$ cat src/rtl/fetch_exec_ctrl.sv
// Moore sequencer for the RISC machine: fetch, PC update, decode, then execute,
// load or store, ending in HALT or FAULT.
module fetch_exec_ctrl #(
  parameter int unsigned MAX_EXEC_CYCLES = 15,
  parameter int unsigned CNT_WIDTH       = 4
) (
  input  logic       clk,
  input  logic       reset,
  input  logic [2:0] opcode,
  input  logic       exec_done,
  output logic       reset_pc,
  output logic       load_pc,
  output logic       addr_sel,
  output logic [1:0] mem_cmd,
  output logic       load_ir,
  output logic       load_addr,
  output logic       wb_mem,
  output logic       exec_start,
  output logic       halted,
  output logic       fault,
  output logic [3:0] state_out
);

  typedef enum logic [3:0] {
    RST       = 4'd0,
    IF1       = 4'd1,
    IF2       = 4'd2,
    UPD_PC    = 4'd3,
    DECODE    = 4'd4,
    EXEC_ST   = 4'd5,
    EXEC_WAIT = 4'd6,
    LD_ADDR   = 4'd7,
    MEM_RD    = 4'd8,
    MEM_WB    = 4'd9,
    MEM_WR    = 4'd10,
    HALT      = 4'd11,
    FAULT     = 4'd12
  } state_t;

  typedef struct packed {
    logic       reset_pc;
    logic       load_pc;
    logic       addr_sel;
    logic [1:0] mem_cmd;
    logic       load_ir;
    logic       load_addr;
    logic       wb_mem;
    logic       exec_start;
    logic       halted;
    logic       fault;
  } ctrl_t;

  localparam logic [1:0] CMD_NONE  = 2'b00;
  localparam logic [1:0] CMD_READ  = 2'b01;
  localparam logic [1:0] CMD_WRITE = 2'b10;
  localparam logic [CNT_WIDTH-1:0] WD_LIMIT = CNT_WIDTH'(MAX_EXEC_CYCLES);

  state_t               state, state_nxt;
  ctrl_t                ctrl;
  logic [CNT_WIDTH-1:0] wd, wd_nxt, wd_inc;
  logic                 is_load, is_load_nxt;

  // Control word for a given state; registered alongside the state so outputs
  // change on the same edge as state_out.
  function automatic ctrl_t ctrl_for(input state_t s);
    ctrl_t c;
    c = '0;
    c.mem_cmd = CMD_NONE;
    case (s)
      RST:     begin c.reset_pc = 1'b1; c.load_pc = 1'b1; end
      IF1:     begin c.addr_sel = 1'b1; c.mem_cmd = CMD_READ; end
      IF2:     begin c.addr_sel = 1'b1; c.mem_cmd = CMD_READ; c.load_ir = 1'b1; end
      UPD_PC:  c.load_pc = 1'b1;
      EXEC_ST: c.exec_start = 1'b1;
      LD_ADDR: c.load_addr = 1'b1;
      MEM_RD:  c.mem_cmd = CMD_READ;
      MEM_WB:  begin c.mem_cmd = CMD_READ; c.wb_mem = 1'b1; end
      MEM_WR:  c.mem_cmd = CMD_WRITE;
      HALT:    c.halted = 1'b1;
      FAULT:   c.fault = 1'b1;
      default: c = '0;
    endcase
    return c;
  endfunction

  always_comb begin
    state_nxt   = state;
    wd_nxt      = wd;
    is_load_nxt = is_load;
    wd_inc      = (wd == '1) ? wd : wd + CNT_WIDTH'(1);
    case (state)
      RST:     state_nxt = IF1;
      IF1:     state_nxt = IF2;
      IF2:     state_nxt = UPD_PC;
      UPD_PC:  state_nxt = DECODE;
      DECODE: begin
        is_load_nxt = (opcode == 3'b011);
        case (opcode)
          3'b111:         state_nxt = HALT;
          3'b011, 3'b100: state_nxt = LD_ADDR;
          default:        state_nxt = EXEC_ST;
        endcase
      end
      EXEC_ST: begin
        state_nxt = EXEC_WAIT;
        wd_nxt    = '0;
      end
      EXEC_WAIT: begin
        if (exec_done) begin
          state_nxt = IF1;
        end else begin
          wd_nxt = wd_inc;
          if (wd_inc >= WD_LIMIT) state_nxt = FAULT;
        end
      end
      LD_ADDR: state_nxt = is_load ? MEM_RD : MEM_WR;
      MEM_RD:  state_nxt = MEM_WB;
      MEM_WB:  state_nxt = IF1;
      MEM_WR:  state_nxt = IF1;
      HALT:    state_nxt = HALT;
      FAULT:   state_nxt = FAULT;
      default: state_nxt = FAULT;
    endcase
  end

  always_ff @(posedge clk) begin
    if (!reset) begin
      state   <= RST;
      wd      <= '0;
      is_load <= 1'b0;
      ctrl    <= ctrl_for(RST);
    end else begin
      state   <= state_nxt;
      wd      <= wd_nxt;
      is_load <= is_load_nxt;
      ctrl    <= ctrl_for(state_nxt);
    end
  end

  assign reset_pc   = ctrl.reset_pc;
  assign load_pc    = ctrl.load_pc;
  assign addr_sel   = ctrl.addr_sel;
  assign mem_cmd    = ctrl.mem_cmd;
  assign load_ir    = ctrl.load_ir;
  assign load_addr  = ctrl.load_addr;
  assign wb_mem     = ctrl.wb_mem;
  assign exec_start = ctrl.exec_start;
  assign halted     = ctrl.halted;
  assign fault      = ctrl.fault;
  assign state_out  = state;

endmodule

$ cat config.mk
export PLATFORM = sky130hd
export DESIGN_NAME = fetch_exec_ctrl
export DESIGN_NICKNAME = d
export VERILOG_FILES = /design/src/rtl/fetch_exec_ctrl.sv
export SDC_FILE = /design/constraint.sdc
export NUM_CORES = 1
export LEC_CHECK = 0
export ABC_CLOCK_PERIOD_IN_PS = 1800
export BUFFER_PORTS_ARGS = -buffer_cell sky130_fd_sc_hd__buf_2
export CORE_MARGIN = 4
export CORE_UTILIZATION = 45
export DETAILED_ROUTE_END_ITERATION = 6
export GPL_ROUTABILITY_DRIVEN = 0
export PLACE_DENSITY = 0.7
export SLEW_MARGIN = 20
export SYNTH_ARGS = -nofsm -noshare
export SYNTH_HDL_FRONTEND = slang
export SYNTH_SLANG_ARGS = --single-unit
$ cat constraint.sdc
create_clock -name clk -period 1.8 [get_ports clk]
set_input_delay 0.18 -clock clk [delete_from_list [all_inputs] [get_ports clk]]
set_output_delay 0.18 -clock clk [all_outputs]
set_load 0.02 [all_outputs]
==> metrics.md, run 1 <==
| Metric | Value |
|---|---|
| Maximum fanout along the worst path | `2` |
| Xor and xnor area share after synthesis | `0.02635` |
| Max H-tree Level | `1` |
| Placed Cells incl. Taps | `163` |
| Number of instances in the synthesized netlist | `102` |
| ANT nets after route | `0` |
| P per Cell Area | `779.6 nW/um^2` |
| Final Hold Vio Count | `0` |
| Synth Cell Area | `997.2 um^2` |
| Total nets after synthesis | `109` |
| Growth of design area from synthesis to finish | `35.88%` |
| Number of maximum-capacitance constraint violations | `0` |
| Antenna diode instance count | `0` |
| Violations in the final reports | `negative setup slack` |
| Core Area | `2042 um^2` |
| Critical path class | `flop to flop` |
| Worst slew margin relative to its limit | `0.7370` |
| Worst slack at placement | `-77.69 ps` |
| Final cell count without fillers | `168` |
| Vias in the first global route | `839` |
| Switching share of total power | `0.2619` |
| Register area share after synthesis | `0.4015` |
| Area share of the leading cell type in the synthesized netlist | `0.4015` |
| Via density per instance | `5.351` |
| Mapped Avg Cell Area | `9.777 um^2` |
| Pin count of the biggest net entering global routing | `13` |
| Fraction of synthesized area in multiplexers | `0.01004` |
| Number of register bits inferred by synthesis | `20` |
| Y dimension of the die | `55.08 um` |
| Most used flip-flop cell after synthesis | `sky130_fd_sc_hd__dfxtp_1` |
| Final worst path period share | `1.008` |
| GRT Util Overall | `0.1715` |
| Portion of total power attributed to combinational logic | `0.197` |
| Peak clock frequency supported by timing | `0.5514 GHz` |
| Average routed wire per standard cell | `14.08 um` |
| Max-slew violation total from the final report | `0` |
| Portion of total power attributed to sequential cells | `0.447` |
| Post-synth EDFFs | `0` |
| Number of endpoints failing setup at the final stage | `1` |
| Cell type contributing the most total cell area after synthesis | `sky130_fd_sc_hd__dfxtp_1` |
| Setup repair after global routing missed its margin | `yes` |
| NetSw | `0.0002766 W` |
| Worst Slack Setup Final | `-13.64 ps` |
| Worst vdd rail ir drop | `0.0005250 V` |
| Final worst hold slack | `99.02 ps` |
| Yosys Warn Count | `0` |
| Internal portion of total power | `0.0007797 W` |
| Startpoint type of the worst setup path | `flop` |
| Top cells by count, synth | `20 x sky130_fd_sc_hd__dfxtp_1, 9 x sky130_fd_sc_hd__nor2_1, 5 x sky130_fd_sc_hd__a21oi_1, 5 x sky130_fd_sc_hd__nand2b_1, 5 x sky130_fd_sc_hd__o21ai_0` |
| Post-CTS clock slew at the launch and capture registers of the worst setup and hold paths | `120 ps` |
| Compound-cell area share of the yosys netlist | `0.2284` |
| Clock period minus final worst setup slack | `1814 ps` |
| Number of ports placed on the die boundary | `21` |
| CTS tree | `built` |
| Critical path data required time | `2060 ps` |
| Via count of the routed design | `899` |
| Main combinational cell family by area after synthesis | `simple AND/OR/NAND/NOR gates` |
| Synth unique cells | `45` |
| Share of final-layout standard cells stronger than drive strength 1 | `0.4539` |
| Count of standard-cell rows | `16` |
| Worst endpoint data arrival time | `2070 ps` |
| Core occupancy in the finished layout | `0.6636` |
| Worst-Skew Late Latency | `310 ps` |
| Type of element capturing the critical path | `flop` |
| CTS Root Cell | `sky130_fd_sc_hd__clkbuf_4` |
| Clock buffers created by TritonCTS | `3` |
| Simple logic cell fraction of the synthesized area | `0.2773` |
| Worst Skew | `4.658 ps` |
| Final net count | `149` |
| Total congestion overflow after global routing | `0` |
| Class of the most critical hold timing path | `input port to flop` |
| Most area-consuming cells after synthesis | `sky130_fd_sc_hd__dfxtp_1 40%, sky130_fd_sc_hd__nor2_1 3.4%, sky130_fd_sc_hd__nand2b_1 3.1%` |
| TritonCTS Sinks | `20` |
| First-pass GRT wire length | `3732 um` |
| Outcome | `finished with violations` |
| Initial core utilization | `0.4884` |
| Estimated wirelength of the detail-placed design | `1730 um` |
| Width of the die | `55.08 um` |
| Number of buffers on the longest clock path | `2` |
| Number of port buffers | `20` |
| Length of the first detailed-routing pass in iterations | `4` |
| Leakage Power | `0.6019 nW` |
| Remaining routing DRC violations | `0` |
| Number of antenna violations at the first check in global routing | `0` |
| Overall power consumption | `0.001056 W` |
| Leading cell type by number of instances after synthesis | `sky130_fd_sc_hd__dfxtp_1` |
| Fraction of power consumed by the clock network | `0.356` |
| Proportion of synthesized flip-flops having asynchronous set or reset | `0` |
| Post-synthesis adder-cell area fraction | `0.01255` |
| Worst slew pin tran | `393.6 ps` |
| Iteration-0 DRC Markers | `12` |
| Number of hold buffers added after cts | `0` |
| Area of the die | `3033 um^2` |
| Aggregate routed wire length | `2365 um` |
power groups by stage:
stage	Sequential, W	Clock (W)	Combinational [W]
final	0.000473	0.000376	0.000208
after global placement	0.000481	0	0.000187
after detailed placement	0.000482	0	0.000192
after floorplan	0.000503	0	0.0000949
after global routing	0.000475	0.000396	0.000226
after CTS	0.000472	0.000382	0.000194
kinds of logic (layout without fill, tap and decap cells):
| group | count (synthesis) | in the layout |
|---|---|---|
| AOI/OAI and AO/OA | 25 | 25 |
| buffers and inverters | 8 | 47 |
| adders and majority gates | 1 | 1 |
| muxes | 1 | 1 |
| and+or+nand+nor | 44 | 44 |
| xor gates and xnor gates | 3 | 3 |
| DFF | 20 | 20 |
final timing paths:
path	startpoint	endpoint	slack (ps)	cells past startpoint
hold reg to reg	is_load	is_load	510	2
hold / removal	reset	load_pc	100	2
setup / recovery	wd[1]	mem_cmd[0]	-10	7
setup reg to reg	wd[1]	mem_cmd[0]	-10	7
sequential cells by signal, summed over array words and instances (netlist names):
signal / cells
fault: 1
state_out: 4
is_load: 1
load_addr: 1
mem_cmd: 2
load_ir: 1
exec_start: 1
load_pc: 1
halted: 1
addr_sel: 1
reset_pc: 1
wb_mem: 1
wd: 4
placed cells by master (no fill, tap or decap), types with 2 or more instances in the layout:
cell,n
sky130_fd_sc_hd__buf_4,18
sky130_fd_sc_hd__nand2b_1,5
sky130_fd_sc_hd__xor2_1,2
sky130_fd_sc_hd__nand4_1,2
sky130_fd_sc_hd__and3_1,2
sky130_fd_sc_hd__buf_6,2
sky130_fd_sc_hd__and3b_1,2
sky130_fd_sc_hd__buf_2,20
sky130_fd_sc_hd__a21oi_1,4
sky130_fd_sc_hd__o21ai_0,4
sky130_fd_sc_hd__nand2_1,4
sky130_fd_sc_hd__nor2b_1,2
sky130_fd_sc_hd__nor3_1,2
sky130_fd_sc_hd__dfxtp_2,5
sky130_fd_sc_hd__dfxtp_1,15
sky130_fd_sc_hd__nor2_1,9
sky130_fd_sc_hd__or3b_2,2
sky130_fd_sc_hd__a211oi_1,2
sky130_fd_sc_hd__a21oi_2,2
sky130_fd_sc_hd__nor3b_1,4
sky130_fd_sc_hd__and2_1,2
sky130_fd_sc_hd__inv_1,2
sky130_fd_sc_hd__clkbuf_4,3
critical path, cell delays in order, from the launching register on:
cell	delay, ps
sky130_fd_sc_hd__dfxtp_2	360
sky130_fd_sc_hd__ha_4	230
sky130_fd_sc_hd__and3b_1	180
sky130_fd_sc_hd__a32oi_2	230
sky130_fd_sc_hd__buf_4	170
sky130_fd_sc_hd__o311ai_4	90
sky130_fd_sc_hd__or3_1	380
sky130_fd_sc_hd__a21oi_2	110
metal layers:
layer | global-route usage | routed length, um
met1 | 0.2166 | 1112
met2 | 0.2953 | 1158
met3 | 0.03217 | 84
met4 | 0.04858 | 10
met5 | 0 | 0
stage by stage:
step           setup TNS (ps)  area (um^2)
2_1_floorplan               0         1016
3_3_place_gp           -46.80         1260
3_5_place_dp           -168.8         1260
4_1_cts                -53.50         1328
5_1_grt                -293.9         1355
6_report               -13.64         1355
layout make-up:
class / instances / area, um^2
repair buffers: 40 / 257.7
clock buffers: 3 / 22.52
fillers: 181 / 686.9
flip-flops and latches: 20 / 406.6
clock inverters: 1 / 30.03
multi-input cells: 74 / 593.1
well taps: 27 / 33.78
inverters: 3 / 11.26
repair_timing:
action | in CTS | in global routing
endpoints found under the setup margin | 7 | 9
resized for setup | 3 | 5
pin swaps | 5 | 2
buffers inserted | 0 | 1
(Power assumes the default switching activity.)
==> run 2, diff against run 1 <==
- GPL_TIMING_DRIVEN: default -> 0
==> run 2 against run 1 <==
  * Clock skew is 5.5 ps higher
  * Via count fell by 0.33%
  * Core utilization is 1.8 points higher
  * Clock-buffer cell count stayed put
  * The flow still finishes with violations (negative setup slack)
  * Design area is 2.7% higher
  * Clock power shrank 4%
  * Final cell count shrank 1.2%
  * Worst hold slack better by 5.0 ps
  * Maximum frequency down 1.8%
  * Critical path type unchanged
  * Highest routed layer unchanged
  * Sequential share of layout area fell by 0.78 points
==> metrics.md, run 2 (synthesis gave the netlist of run 1 again) <==
| Metric | Value |
|---|---|
| Clock buffers created by TritonCTS | `3 (unchanged)` |
| Growth of design area from synthesis to finish | `39.52%` |
| Clock period minus final worst setup slack | `1847 ps (+33.17 ps)` |
| Bufs and invs on worst path | `1 (unchanged)` |
| Final worst path period share | `1.026 (+0.01843)` |
| Iteration-0 DRC Markers | `8 (-4)` |
| Startpoint type of the worst setup path | `flop` |
| First-pass GRT wire length | `3684 um (-1.3%)` |
| Worst vdd rail ir drop | `0.0007916 V (+51%)` |
| Critical path data required time | `1980 ps (-80 ps)` |
| Number of buffers on the longest clock path | `2 (unchanged)` |
| Multi-input logic area | `650.6 um^2 (+9.7%)` |
| Vias in the first global route | `825 (-1.7%)` |
| Cells traversed along the worst timing path | `ha_4, and3b_2, a32oi_4, a2111oi_4, buf_4, xor2_1, nor3_1` |
| Total congestion overflow after global routing | `0 (unchanged)` |
| Via count of the routed design | `896 (-0.33%)` |
| Y dimension of the die | `55.08 um (unchanged)` |
| Leakage Power | `0.5772 nW (-4.1%)` |
| TritonCTS Sinks | `20 (unchanged)` |
| Setup repair after global routing missed its margin | `yes` |
| ANT nets after route | `0 (unchanged)` |
| Via density per instance | `5.398 (+0.87%)` |
| P per Cell Area | `753.4 nW/um^2 (-3.4%)` |
| Outcome | `finished with violations` |
| CTS tree | `built` |
| Worst Skew | `10.11 ps (+5.453 ps)` |
| Top library cells by usage in the layout, fill and taps aside | `21 x sky130_fd_sc_hd__buf_2, 15 x sky130_fd_sc_hd__dfxtp_1, 13 x sky130_fd_sc_hd__buf_4` |
| Number of port buffers | `20 (unchanged)` |
| Area of the die | `3033 um^2 (unchanged)` |
| Maximum fanout along the worst path | `4 (+2)` |
| Core Area | `2042 um^2 (unchanged)` |
| Worst slew margin relative to its limit | `0.7349 (-0.002124)` |
| Estimated wirelength of the detail-placed design | `1583 um (-8.5%)` |
| Final Hold Vio Count | `0 (unchanged)` |
| Worst slack at placement | `-185.7 ps (-108.0 ps)` |
| Antenna diode instance count | `0 (unchanged)` |
| Placed Cells incl. Taps | `149 (-8.6%)` |
| Number of fill cells | `172 (-5.0%)` |
| Worst slew pin tran | `396.7 ps (+3.094 ps)` |
| Worst path max stage delay | `420 ps (+40 ps)` |
| Type of element capturing the critical path | `flop` |
| Post-CTS clock slew at the launch and capture registers of the worst setup and hold paths | `110 ps (about the same)` |
| GRT Util Overall | `0.1700 (-0.001486)` |
| Final worst hold slack | `104.0 ps (+5.025 ps)` |
| Count of standard-cell rows | `16 (unchanged)` |
| Remaining routing DRC violations | `0 (unchanged)` |
| Worst endpoint data arrival time | `2020 ps (-50 ps)` |
| Pin count of the biggest net entering global routing | `13 (unchanged)` |
| Worst-Skew Late Latency | `300 ps (about the same)` |
| Placement Cell Area | `1150 um^2 (-8.7%)` |
| Worst Slack Setup Final | `-46.80 ps (-33.17 ps)` |
| Core occupancy in the finished layout | `0.6814 (+0.01777)` |
| Final cell count without fillers | `166 (-1.2%)` |
| CTS Root Cell | `sky130_fd_sc_hd__clkbuf_4` |
| Initial core utilization | `0.4884 (unchanged)` |
| Post-Layout Inst Area | `1391 um^2 (+2.7%)` |
| Class of the most critical hold timing path | `input port to flop` |
| Average routed wire per standard cell | `14.69 um (+4.3%)` |
| Number of ports placed on the die boundary | `21 (unchanged)` |
| Number of hold buffers added after cts | `0 (unchanged)` |
| Critical Path Slowest Stage Cell | `sky130_fd_sc_hd__a2111oi_4` |
| Max-slew violation total from the final report | `0 (unchanged)` |
| Number of maximum-capacitance constraint violations | `0 (unchanged)` |
| Length of the first detailed-routing pass in iterations | `4 (unchanged)` |
| Violations in the final reports | `negative setup slack` |
| FF/Latch Area | `406.6 um^2 (unchanged)` |
| Number of endpoints failing setup at the final stage | `3 (+2)` |
| Aggregate routed wire length | `2438 um (+3.1%)` |
| Critical path class | `flop to flop` |
| Width of the die | `55.08 um (unchanged)` |
| Number of antenna violations at the first check in global routing | `0 (unchanged)` |
| Category of cells accounting for the largest share of critical-path delay | `compound AO/OA/AOI/OAI gates` |
| Most frequent standard cell in the layout excluding fill and tap cells | `sky130_fd_sc_hd__buf_2` |
| Max H-tree Level | `1 (unchanged)` |
| Share of final-layout standard cells stronger than drive strength 1 | `0.5180 (+0.06408)` |
| Peak clock frequency supported by timing | `0.5415 GHz (-1.8%)` |
| Final net count | `147 (-1.3%)` |
[run 2: cell count changes in the layout (fill, tap and decap cells not counted), moves of 2 or more]
cell and delta:
sky130_fd_sc_hd__buf_4 -5, sky130_fd_sc_hd__nor2_1 -4, sky130_fd_sc_hd__nor2_2 +4, sky130_fd_sc_hd__o21ai_0 -3, sky130_fd_sc_hd__o21ai_2 +2
[run 2: final cells by class]
type / count / area share
sequential: 20 / 0.2923
multi-input combinational: 74 / 0.4676
buffer: 5 / 0.02518
inverter: 3 / 0.008094
clock buffer: 3 / 0.01619
tap: 27 / 0.02428
clock inverter: 1 / 0.02158
timing repair buffer: 33 / 0.1448
[run 2: layer usage]
metal  part of all wire  track usage  routed length (um)  vias up
met5                  0            0                   0        -
met3              0.038      0.04826                  92        2
met1               0.44       0.2092                1071      431
li1                   -            -                   -      445
met2               0.52       0.2874                1261       18
met4             0.0049      0.04858                  12        0
[run 2: timing repair]
| action | in CTS | in global routing |
|---|---|---|
| gates resized for setup | 8 | 17 |
| endpoints found under the setup margin | 12 | 12 |
| buffers inserted | 9 | 6 |
| gates cloned | 0 | 0 |
| pin swaps | 6 | 10 |
[run 2: worst paths after layout]
kind / start / endpoint / slack [ps] / cells past startpoint
worst min-delay path: reset / load_pc / 100 / 2
worst max register to register: wd[0] / addr_sel / -50 / 7
worst max-delay path: wd[0] / addr_sel / -50 / 7
worst min register to register: is_load / is_load / 490 / 2
[run 2: per-stage QoR]
step,total power [W],setup TNS [ps]
2_1_floorplan,0.0005982,0
3_3_place_gp,0.0006416,-811.1
3_5_place_dp,0.0006451,-980.9
4_1_cts,0.001033,-199.8
5_1_grt,0.001102,-531.4
6_report,0.001048,-80.29
[run 2: power by group]
| part | switching (W) | internal (W) |
|---|---|---|
| clock | 0.000135 | 0.000225 |
| sequential | 0.00000909 | 0.000462 |
| combinational | 0.000124 | 0.0000932 |
==> run 3, diff against run 2 <==
- ABC_CLOCK_PERIOD_IN_PS: 1800 -> 2000
- MAX_ROUTING_LAYER: default -> met4
- PLACE_DENSITY: 0.7 -> 0.68
- REMOVE_ABC_BUFFERS: default -> 1
- clock period: 1.8 -> 2 ns (I/O delays scaled with it)
==> run 3 against run 2 <==
  * The flow now finishes without violations
  * Setup slack improved by 140 ps
  * Via count is 10% lower
  * Flip-flop and latch count stayed put
  * Register-to-register slack better by 140 ps
  * Final cell count fell by 9.0%
  * Global-route usage decreased by 1.7 points
  * Sequential share of layout area up 4.4 points
  * Worst hold slack gained 25 ps
  * Clock power is 10% lower
  * Die area did not move
  * Core utilization shrank 8.5 points
  * Design area down 12%
  * Critical endpoint is now mem_cmd[0]
  * Largest cell class unchanged
  * Largest power group unchanged
==> metrics.md, run 3 (synthesis gave the netlist of run 1 again) <==
| Metric | Value |
|---|---|
| Y dimension of the die | `55.08 um (unchanged)` |
| Fraction of power consumed by the clock network | `0.358 (+0.015)` |
| Final net count | `132 (-10%)` |
| Final worst path period share | `0.9529 (-0.07306)` |
| Peak clock frequency supported by timing | `0.5247 GHz (-3.1%)` |
| Top library cells by usage in the layout, fill and taps aside | `20 x sky130_fd_sc_hd__buf_2, 14 x sky130_fd_sc_hd__dfxtp_1, 9 x sky130_fd_sc_hd__nor2_1` |
| P per Cell Area | `740.1 nW/um^2 (-1.8%)` |
| Growth of design area from synthesis to finish | `22.21%` |
| Post-CTS clock slew at the launch and capture registers of the worst setup and hold paths | `110 ps (about the same)` |
| Pin count of the biggest net entering global routing | `14 (+1)` |
| Setup repair after global routing missed its margin | `no` |
| Worst slack at placement | `-102.7 ps (+82.95 ps)` |
| Internal portion of total power | `0.0006792 W (-13%)` |
| Number of ports placed on the die boundary | `21 (unchanged)` |
| Estimated wirelength of the detail-placed design | `1416 um (-11%)` |
| Leakage Power | `0.4970 nW (-14%)` |
| Antenna diode instance count | `0 (unchanged)` |
| Number of port buffers | `20 (unchanged)` |
| Max-slew violation total from the final report | `0 (unchanged)` |
| Critical path data required time | `2230 ps (+250 ps)` |
| Final Hold Vio Count | `0 (unchanged)` |
| First-pass GRT wire length | `3201 um (-13%)` |
| Critical path class | `flop to flop` |
| Share of final-layout standard cells stronger than drive strength 1 | `0.3790 (-0.1390)` |
| Worst-Skew Late Latency | `290 ps (about the same)` |
| Average routed wire per standard cell | `13.25 um (-9.8%)` |
| TritonCTS Sinks | `20 (unchanged)` |
| Sum of negative setup slack | `0 ps (+80.29 ps)` |
| Type of element capturing the critical path | `flop` |
| Outcome | `completed` |
| Count of standard-cell rows | `16 (unchanged)` |
| Number of endpoints failing setup at the final stage | `0 (-3)` |
| Class of the most critical hold timing path | `input port to flop` |
| Worst Skew | `3.573 ps (-6.537 ps)` |
| Placement Cell Area | `1099 um^2 (-4.5%)` |
| Number of antenna violations at the first check in global routing | `0 (unchanged)` |
| CTS Root Cell | `sky130_fd_sc_hd__clkbuf_4` |
| Maximum fanout along the worst path | `5 (+1)` |
| Worst Slack Setup Final | `94.11 ps (+140.9 ps)` |
| Core Area | `2042 um^2 (unchanged)` |
| Worst slew margin relative to its limit | `0.7295 (-0.005382)` |
| ANT nets after route | `0 (unchanged)` |
| Remaining routing DRC violations | `0 (unchanged)` |
| Worst vdd rail ir drop | `0.0005422 V (-31%)` |
| Met3 WL | `69 um (-25%)` |
| Aggregate routed wire length | `2001 um (-18%)` |
| Via count of the routed design | `804 (-10%)` |
| Number of maximum-capacitance constraint violations | `0 (unchanged)` |
| Portion of total power attributed to sequential cells | `0.482 (+0.033)` |
| Startpoint type of the worst setup path | `flop` |
| CTS tree | `built` |
| Most frequent standard cell in the layout excluding fill and tap cells | `sky130_fd_sc_hd__buf_2` |
| Worst endpoint data arrival time | `2140 ps (+120 ps)` |
| Clock period minus final worst setup slack | `1906 ps (+59.09 ps)` |
| Detailed-routing wirelength on met1 | `925 um (-14%)` |
| Total congestion overflow after global routing | `0 (unchanged)` |
| Switching share of total power | `0.2469 (-0.008805)` |
| Number of buffers on the longest clock path | `2 (unchanged)` |
| Worst slew pin tran | `401.5 ps (+4.773 ps)` |
| Vias in the first global route | `749 (-9.2%)` |
| Initial core utilization | `0.4884 (unchanged)` |
| Width of the die | `55.08 um (unchanged)` |
| Iteration-0 DRC Markers | `11 (+3)` |
| Top metal layer carrying routed signals | `met4` |
| Clock buffers created by TritonCTS | `3 (unchanged)` |
| Length of the first detailed-routing pass in iterations | `4 (unchanged)` |
| Area of the die | `3033 um^2 (unchanged)` |
| GRT Util Overall | `0.1527 (-0.01732)` |
| Post-Layout Inst Area | `1219 um^2 (-12%)` |
| Portion of total power attributed to combinational logic | `0.160 (-0.047)` |
| Met2 routed WL | `950 um (-25%)` |
| NetSw | `0.0002227 W (-17%)` |
| Via density per instance | `5.325 (-1.4%)` |
| Max H-tree Level | `1 (unchanged)` |
## run 3: per-layer routing
layer / GRT usage / up-vias
met2: 0.2657 / 21
met4: 0.06073 / 0
li1: - / 415
met1: 0.1743 / 362
met5: - / -
met3: 0.02413 / 6
## run 3: power groups by stage
stage	clock network (W)	registers, W	logic [W]
final	0.000323	0.000435	0.000144
after global routing	0.000342	0.000438	0.000158
after CTS	0.000327	0.000435	0.000143
after detailed placement	0	0.000444	0.000129
after global placement	0	0.000441	0.000126
after floorplan	0	0.000460	0.0000697
## run 3: path summary, 6_finish.rpt
check	start	endpoint	slack, ps	cells past startpoint
setup reg to reg	wd[0]	mem_cmd[0]	90	7
hold reg to reg	is_load	is_load	510	2
setup / recovery	wd[0]	mem_cmd[0]	90	7
hold / removal	reset	load_pc	130	2
## run 3: cell type report
| class | instances | area [um^2] |
|---|---|---|
| Fill cell | 185 | 823.3 |
| Multi-Input combinational cell | 74 | 588.1 |
| Sequential cell | 20 | 410.4 |
| Timing Repair Buffer | 23 | 122.6 |
| Tap cell | 27 | 33.78 |
| Clock inverter | 1 | 30.03 |
| Clock buffer | 3 | 22.52 |
| Inverter | 3 | 11.26 |
## run 3: stage by stage
stage          utilization  hold WS, ps   power, W  cells
6_report            0.5968        129.0  0.0009019    151
4_1_cts             0.5760        128.1  0.0009057    151
3_3_place_gp        0.5380        428.0  0.0005671    144
2_1_floorplan            -        271.1  0.0005301     97
3_5_place_dp        0.5380        435.7  0.0005725    144
5_1_grt             0.5968        126.4  0.0009384    151
## run 3: critical path, stage by stage (launching register included)
cell	delay, ps
sky130_fd_sc_hd__dfxtp_4	390
sky130_fd_sc_hd__ha_2	270
sky130_fd_sc_hd__and3b_1	210
sky130_fd_sc_hd__a32oi_4	240
sky130_fd_sc_hd__a2111oi_4	140
sky130_fd_sc_hd__buf_4	170
sky130_fd_sc_hd__or3_1	320
sky130_fd_sc_hd__a21oi_2	110
## run 3: what timing repair did
item	CTS	global route
hold endpoints to repair	0	0
setup endpoints to repair	4	11
hold buffers	0	0
pin swaps	1	2
buffers inserted	3	0
resized for setup	2	10
